--- config.mk ---
export PLATFORM = sky130hd
export DESIGN_NAME = pipe_stage_reg
export DESIGN_NICKNAME = d
export VERILOG_FILES = /design/src/rtl/pipe_stage_reg.sv
export SDC_FILE = /design/constraint.sdc
export NUM_CORES = 1
export LEC_CHECK = 0
export ABC_AREA = 1
export BUFFER_PORTS_ARGS = -buffer_cell sky130_fd_sc_hd__buf_2
export CELL_PAD_IN_SITES_DETAIL_PLACEMENT = 1
export CELL_PAD_IN_SITES_GLOBAL_PLACEMENT = 2
export CORE_MARGIN = 3
export CORE_UTILIZATION = 32
export CTS_CLUSTER_SIZE = 20
export DETAILED_ROUTE_END_ITERATION = 8
export HOLD_SLACK_MARGIN = 0.06
export PLACE_DENSITY = 0.84
export SYNTH_ARGS = -nofsm -noshare
export SYNTH_HDL_FRONTEND = slang
export SYNTH_SLANG_ARGS = --single-unit
--- constraint.sdc ---
create_clock -name clk -period 2.22 [get_ports clk]
set_clock_uncertainty 0.1 [all_clocks]
set_input_delay 0.444 -clock clk [delete_from_list [all_inputs] [get_ports clk]]
set_output_delay 0.444 -clock clk [all_outputs]
set_load 0.02 [all_outputs]
--- src/rtl/pipe_stage_reg.sv ---
// pipe_stage_reg
//   Elastic pipeline-stage register for the RV32 pipeline (IF/ID, ID/EX,
//   EX/MEM, MEM/WB). It carries a datapath bundle and a control bundle with a
//   valid/ready handshake, a synchronous flush, and an optional 2-entry skid.
//   The control bundle reads all-zero whenever no entry is presented.
//
//   Parameters
//     DATA_W  width of the datapath bundle
//     CTRL_W  width of the control bundle
//     SKID    1: 2-entry skid, in_ready registered; 0: 1 entry, in_ready comb
//     CNT_W   width of the performance counters
//
//   Ports
//     clk, rst            clock (rising edge), async active-low reset
//     flush               synchronous kill of all held entries
//     in_valid/in_ready   upstream handshake; in_data, in_ctrl upstream bundle
//     out_valid/out_ready downstream handshake; out_data, out_ctrl held bundle
//     occupancy           entries held (0..2)
//     stall_cnt           cycles with out_valid & ~out_ready (saturating)
//     flush_cnt           flushes that discarded at least one entry (saturating)
//
//   Build option
//     PIPE_STAGE_PERF_EN  builds the saturating stall/flush counters; when it is
//                         not defined both counters read as constant zero.
module pipe_stage_reg #(
  parameter int unsigned DATA_W = 64,
  parameter int unsigned CTRL_W = 12,
  parameter int unsigned SKID   = 1,
  parameter int unsigned CNT_W  = 16
) (
  input  logic              clk,
  input  logic              rst,
  input  logic              flush,
  input  logic              in_valid,
  output logic              in_ready,
  input  logic [DATA_W-1:0] in_data,
  input  logic [CTRL_W-1:0] in_ctrl,
  output logic              out_valid,
  input  logic              out_ready,
  output logic [DATA_W-1:0] out_data,
  output logic [CTRL_W-1:0] out_ctrl,
  output logic [1:0]        occupancy,
  output logic [CNT_W-1:0]  stall_cnt,
  output logic [CNT_W-1:0]  flush_cnt
);

  // Encoding equals the number of held entries, so occupancy decodes directly.
  typedef enum logic [1:0] {
    EMPTY = 2'd0,
    ONE   = 2'd1,
    TWO   = 2'd2
  } state_t;

  state_t state, state_nxt;

  logic [DATA_W-1:0] m_data, s_data;
  logic [CTRL_W-1:0] m_ctrl, s_ctrl;

  logic in_xfer, out_xfer;
  logic ld_m_in;    // main entry takes the upstream bundle
  logic ld_m_skid;  // main entry takes the skid entry
  logic ld_s;       // skid entry takes the upstream bundle
  logic clr_m;      // main control cleared: stage goes empty

  assign in_xfer  = in_valid & in_ready;
  assign out_xfer = out_valid & out_ready;

  // State register
  always_ff @(posedge clk or negedge rst) begin
    if (!rst) state <= EMPTY;
    else      state <= state_nxt;
  end

  // Next-state and datapath load decode
  always_comb begin
    state_nxt = state;
    ld_m_in   = 1'b0;
    ld_m_skid = 1'b0;
    ld_s      = 1'b0;
    clr_m     = 1'b0;
    if (flush) begin
      state_nxt = EMPTY;
      clr_m     = 1'b1;
    end else begin
      unique case (state)
        EMPTY: begin
          if (in_xfer) begin
            state_nxt = ONE;
            ld_m_in   = 1'b1;
          end
        end
        ONE: begin
          if (in_xfer && out_xfer) begin
            ld_m_in = 1'b1;
          end else if (in_xfer) begin
            // Only reachable with SKID=1: without a skid in_ready needs out_ready.
            state_nxt = TWO;
            ld_s      = 1'b1;
          end else if (out_xfer) begin
            state_nxt = EMPTY;
            clr_m     = 1'b1;
          end
        end
        TWO: begin
          if (out_xfer) begin
            state_nxt = ONE;
            ld_m_skid = 1'b1;
          end
        end
        default: begin
          state_nxt = EMPTY;
          clr_m     = 1'b1;
        end
      endcase
    end
  end

  // Output decode; in_ready never depends on flush.
  always_comb begin
    out_valid = (state != EMPTY);
    occupancy = state;
    if (SKID != 0) in_ready = (state != TWO);
    else           in_ready = (state == EMPTY) || out_ready;
  end

  // Held entries. The main control register is zeroed whenever the stage
  // empties, so out_ctrl is driven straight from a flop and cannot glitch;
  // the main datapath keeps its last value across bubbles.
  always_ff @(posedge clk or negedge rst) begin
    if (!rst) begin
      m_data <= '0;
      m_ctrl <= '0;
      s_data <= '0;
      s_ctrl <= '0;
    end else begin
      if (ld_m_in) begin
        m_data <= in_data;
        m_ctrl <= in_ctrl;
      end else if (ld_m_skid) begin
        m_data <= s_data;
        m_ctrl <= s_ctrl;
      end else if (clr_m) begin
        m_ctrl <= '0;
      end
      if (ld_s) begin
        s_data <= in_data;
        s_ctrl <= in_ctrl;
      end
    end
  end

  assign out_data = m_data;
  assign out_ctrl = m_ctrl;

`ifdef PIPE_STAGE_PERF_EN
  logic [CNT_W-1:0] stall_q, flush_q;

  always_ff @(posedge clk or negedge rst) begin
    if (!rst) begin
      stall_q <= '0;
      flush_q <= '0;
    end else begin
      if (out_valid && !out_ready && (stall_q != '1))
        stall_q <= stall_q + CNT_W'(1);
      if (flush && (state != EMPTY) && (flush_q != '1))
        flush_q <= flush_q + CNT_W'(1);
    end
  end

  assign stall_cnt = stall_q;
  assign flush_cnt = flush_q;
`else
  assign stall_cnt = '0;
  assign flush_cnt = '0;
`endif

endmodule

# Word-level counts from Yosys, hierarchy flattened
# Index checks and enable logic that the tools add are counted.
[word_totals] out_inout_bits=112 in_bits=81 wordCells=47 reg_bits=154
[op_classes] eq_ne=7 n_reduce_logical=7 n_bitwise=2 mux=26
[ops] operator="$mux 64" count=2
[ops] operator="$mux 12" count=3
[ops] operator="$mux 1" count=12
[ops] operator="$mux 2" count=6
[ops] operator="$ne 3x3->1 const B" count=3
[ops] operator="$pmux 2 s3" count=1
[ops] operator="$ne 4x4->1 const B" count=1
[ops] operator="$pmux 1 s2" count=2
[ops] operator="$reduce_and 4->1" count=1
[ops] operator="$reduce_bool 2->1" count=2
[ops] operator="$reduce_bool 3->1" count=1
[ops] operator="$and 1x1->1" count=2
[ops] operator="$eq 2x1->1 const B" count=1
[ops] operator="$eq 2x2->1 const B" count=1
[ops] operator="$logic_not 2->1" count=1
[ops] operator="$ne 2x2->1 const B" count=1
[ops] operator="$reduce_or 2->1" count=1
[ops] operator="$logic_and 1x1->1" count=1

# Longest topological paths before layout
[depth] ltp_word=10 mapped_depth=9

# Least setup slack after synthesis
# No wires, ideal clock.
[synth_timing] path_type="register to register" from="reg state[0] (netlist: occupancy[0])" to="reg m_data[13] (netlist: out_data[13])" stages_incl_launch_ff=9 period_less_slack_ps=1560 t_required_ps=1996 slack_ps=660 setup_time_ps=124 arrival_time_ps=1336 path_cell_list="dfrtp_1 > nor2_2 > nand3_2 > nand2_1 > inv_2 > buf_6 > buf_2 > nand2_1 > nand3_1"
[synth_via] elab_chain_len=7 elab_cells_between_ends=17 cone_classes="3 x eq/ne; 8 x mux; 2 x bitwise; 4 x reduce/logical"
[synth_lines] item="from (decl)" line_no="54" source="state_t state, state_nxt;"
[synth_lines] item="from (signal assigned)" line_no="71" source="else state <= state_nxt;"
[synth_lines] item="$ne 2x2->1 or $reduce_bool 2->1 (tied branches)" line_no="122, 120"
[synth_lines] item="$and 1x1->1 (on tied branches)" line_no="65, 66"
[synth_lines] item="$logic_and 1x1->1" line_no="93" source="if (in_xfer && out_xfer) begin"
[synth_lines] item="$mux 1" line_no="93"
[synth_lines] item="$pmux 1 s2" line_no="85" source="unique case (state)"
[synth_lines] item="$mux 1" line_no="81" source="if (flush) begin"
[synth_lines] item="$mux 64 or $reduce_bool 2->1 (tied branches)"
[synth_lines] item="to (signal assigned)" line_no="137" source="m_data <= in_data;"
[synth_lines] item="to (signal assigned)" line_no="140" source="m_data <= s_data;"
[synth_lines] item="to (decl)" line_no="56" source="logic [DATA_W-1:0] m_data, s_data;"
# Parallel ways exist; a longest one is shown, timed or not.
# A chain may end at the register's enable or synchronous reset.

# Final worst setup path
[layout_timing] from="reg state[0] (netlist: occupancy[0])" to="out in_ready"
[layout_via] elab_chain_len=1
[layout_lines] item="$ne 2x2->1" line_no="122" source="if (SKID != 0) in_ready = (state != TWO);"
[layout_lines] item="to (decl)" line_no="35" source="output logic in_ready,"
# No other way between the ends.

==> impl_metrics.tcl <==
set metrics [dict create \
    outcome "finished clean" \
    comb_power_share_pct 20.9 \
    fin_cells 1252 \
    pwr-share-seq_pct 45.7 \
    setup.worst_path.start "occupancy[0]" \
    antenna_found_initial 2 \
    final_common_cell "nand2_1" \
    pwr-share-clk_pct 33.4 \
    regArea_sq_um 3854 \
    cts.sinks 154 \
    yosysUniqueCellTypes 17 \
    synth-warning-count 0 \
    slew_violations 0 \
    p_leak_nw 4.628 \
    drive_gt1_share_pct 22.00 \
    post_cts_buffers 0 \
    area_growth_syn_to_layout_pct 25.18 \
    nets 1050 \
    drt-initial-drc-count 179 \
    viasPerCell 4.438 \
    clockRootBuffer "clkbuf_16" \
    final_cell_mix "nand2_1 (290), buf_2 (159), dfrtp_1 (154), inv_1 (94), nand3_1 (79)" \
    p_switching_mw 2.794 \
    drc 0 \
    synthTopCellsByArea "dfrtp_1 (57%), nand2_1 (16%), nand3_1 (5.9%), inv_1 (5.3%), o21ai_1 (5.2%)" \
    ys_seq_area_share_pct 57.36 \
    place_congestion 0.7501 \
    ys_ff_latch 154 \
    dieHeight_microns 150.9 \
    clk_pin_slew_ps 70 \
    yosysTopAreaCell "dfrtp_1" \
    initial_core_util_pct 32.89 \
    nFillCells 2547 \
    tritoncts "done" \
    drv_cap 0 \
    n_antenna_cell 0 \
    reg2reg_depth 7 \
    wire_per_inst_microns 14.09 \
    start_kind "flop" \
    final_hold_viol_count 0 \
    cts_inserted_buffers 17 \
    tightest_slew_ps 561.5 \
    track_usage_pct 16.20 \
    crit_path_end_kind "output port" \
    rows 52 \
    first_pass_iters 4 \
    r2r_slack_ps 400 \
    antenna_left 0 \
    fin_total_pwr_mw 8.699 \
    syn_area_sq_um 6719 \
    holdBufCountCts 1 \
    die_w_microns 150.9 \
    endpoint "in_ready" \
    multi_input_area_sq_um 2191 \
    worstPathMaxFanout 7 \
    synth_top_cell_area_share_pct 57.36 \
    swShare_pct 32.12 \
    coreArea_sq_um 20430 \
    grt_pass1_wl_mm 29.21 \
    ios 193 \
    die_area_sq_um 22770 \
    dpl.hpwl_mm 12.06 \
    clk_latency_ps 410 \
    relSlewSlack_pct 62.57 \
    dp.cells 1219 \
    finalCritPeriodShare_pct 84.62 \
    cp_data_arrival_time_ps 1330 \
    grt_setup_unrepaired "no" \
    worst_hold_path_type "primary input to flop" \
    synth.avg_cell_area_sq_um 8.264 \
    r2r-start "occupancy[0]" \
    clock.fmax_ghz 0.5323 \
    p_int_mw 5.905 \
    drt-total-wl_mm 17.64 \
    tns_ps 0 \
    required_ps 1680 \
    grt_start_max_net_pins 136 \
    vias 5557 \
    path_class "flop to output port" \
    io_buffers 160 \
    htree_num_levels 4 \
    finalSetupViolations 0 \
    p_per_area_nw_per_um2 1034 \
    ctsResizeCount 0 \
    worstReg2RegEnd "out_data[10]" \
    overflow 0 \
    post-route-min-period_ps 1879 \
    syn_inst 813 \
    clockBufferDepth 2 \
    grt_pass1_vias 5660 \
    irDropWorstVdd_mv 0.5246 \
]
[cells in the mapped netlist]
cell type,instances
buf_2,24
buf_4,35
buf_6,1
clkbuf_1,11
conb_1,1
dfrtp_1,154
inv_1,94
inv_2,3
nand2_1,290
nand3_1,79
nand3_2,2
nand4_2,1
nor2_1,38
nor2_2,2
nor3_1,1
o21ai_0,7
o21ai_1,70
[critical path, cell delays in order (launching register included)]
cell and delay, ps:
dfrtp_1 510, inv_1 100, nand2_1 130, buf_2 190
[cell type report]
type | instances | share of cell area (%)
well taps | 270 | 4.017
flip-flops and latches | 154 | 45.82
clock buffers | 17 | 5.058
multi-input cells | 522 | 26.05
inverters | 97 | 4.329
clock inverters | 15 | 1.949
repair buffers | 177 | 12.78
[per-layer routing]
metal	global-route usage [%]	part of all wire, %	vias up	wire, microns
met1	21.68	47	2662	8274
met5	0	0.15	-	27
met4	5.032	1.2	4	208
li1	-	-	2743	-
met3	3.860	5.3	21	943
met2	26.12	46	127	8183
[flip-flops by register name (all words and copies together) (netlist names)]
signal,count
occupancy,2
s_ctrl,12
s_data,64
out_data,64
out_ctrl,12
[cell families (layout without fill, tap and decap cells)]
family                 count (synthesis)  count (layout)  synth area share [%]
AOI/OAI and AO/OA                     77              77                 5.736
buffers and inverters                168             306                 11.90
DFF                                  154             154                 57.36
other                                  1              32               0.05581
and+or+nand+nor                      413             413                 24.95
[stage by stage]
step | util, % | instance area (sq um) | hold WS [ps] | setup slack [ps]
finish | 41.17 | 8411 | 157.3 | 341.4
global placement | 38.23 | 7811 | 343.3 | 293.1
detailed placement | 38.23 | 7811 | 341.3 | 266.6
CTS | 41.17 | 8411 | 131.8 | 298.8
global route | 41.17 | 8411 | 145.2 | 199.0
floorplan | - | 6835 | 48.41 | 660.2
[power by group through the flow]
stage	clock network, mW	registers (mW)	logic (mW)
2_1_floorplan	0	4.28	0.879
6_report	2.90	3.98	1.82
4_1_cts	3.00	3.99	1.86
3_3_place_gp	0	4.02	1.79
3_5_place_dp	0	4.03	1.86
5_1_grt	3.13	4.08	2.08
[worst min-delay path by stage]
stage	to	slack, ps	startpoint	depth (start not counted)
after detailed placement	s_ctrl[8]	340	rst	1
after CTS	out_data[54]	130	in_data[54]	3
after floorplan	occupancy[0]	50	rst	0
final	out_data[22]	160	in_data[22]	3
after global placement	out_ctrl[7]	340	rst	1
after global routing	out_data[56]	150	in_data[56]	3
No activity file was read; power rests on OpenSTA's default activity.
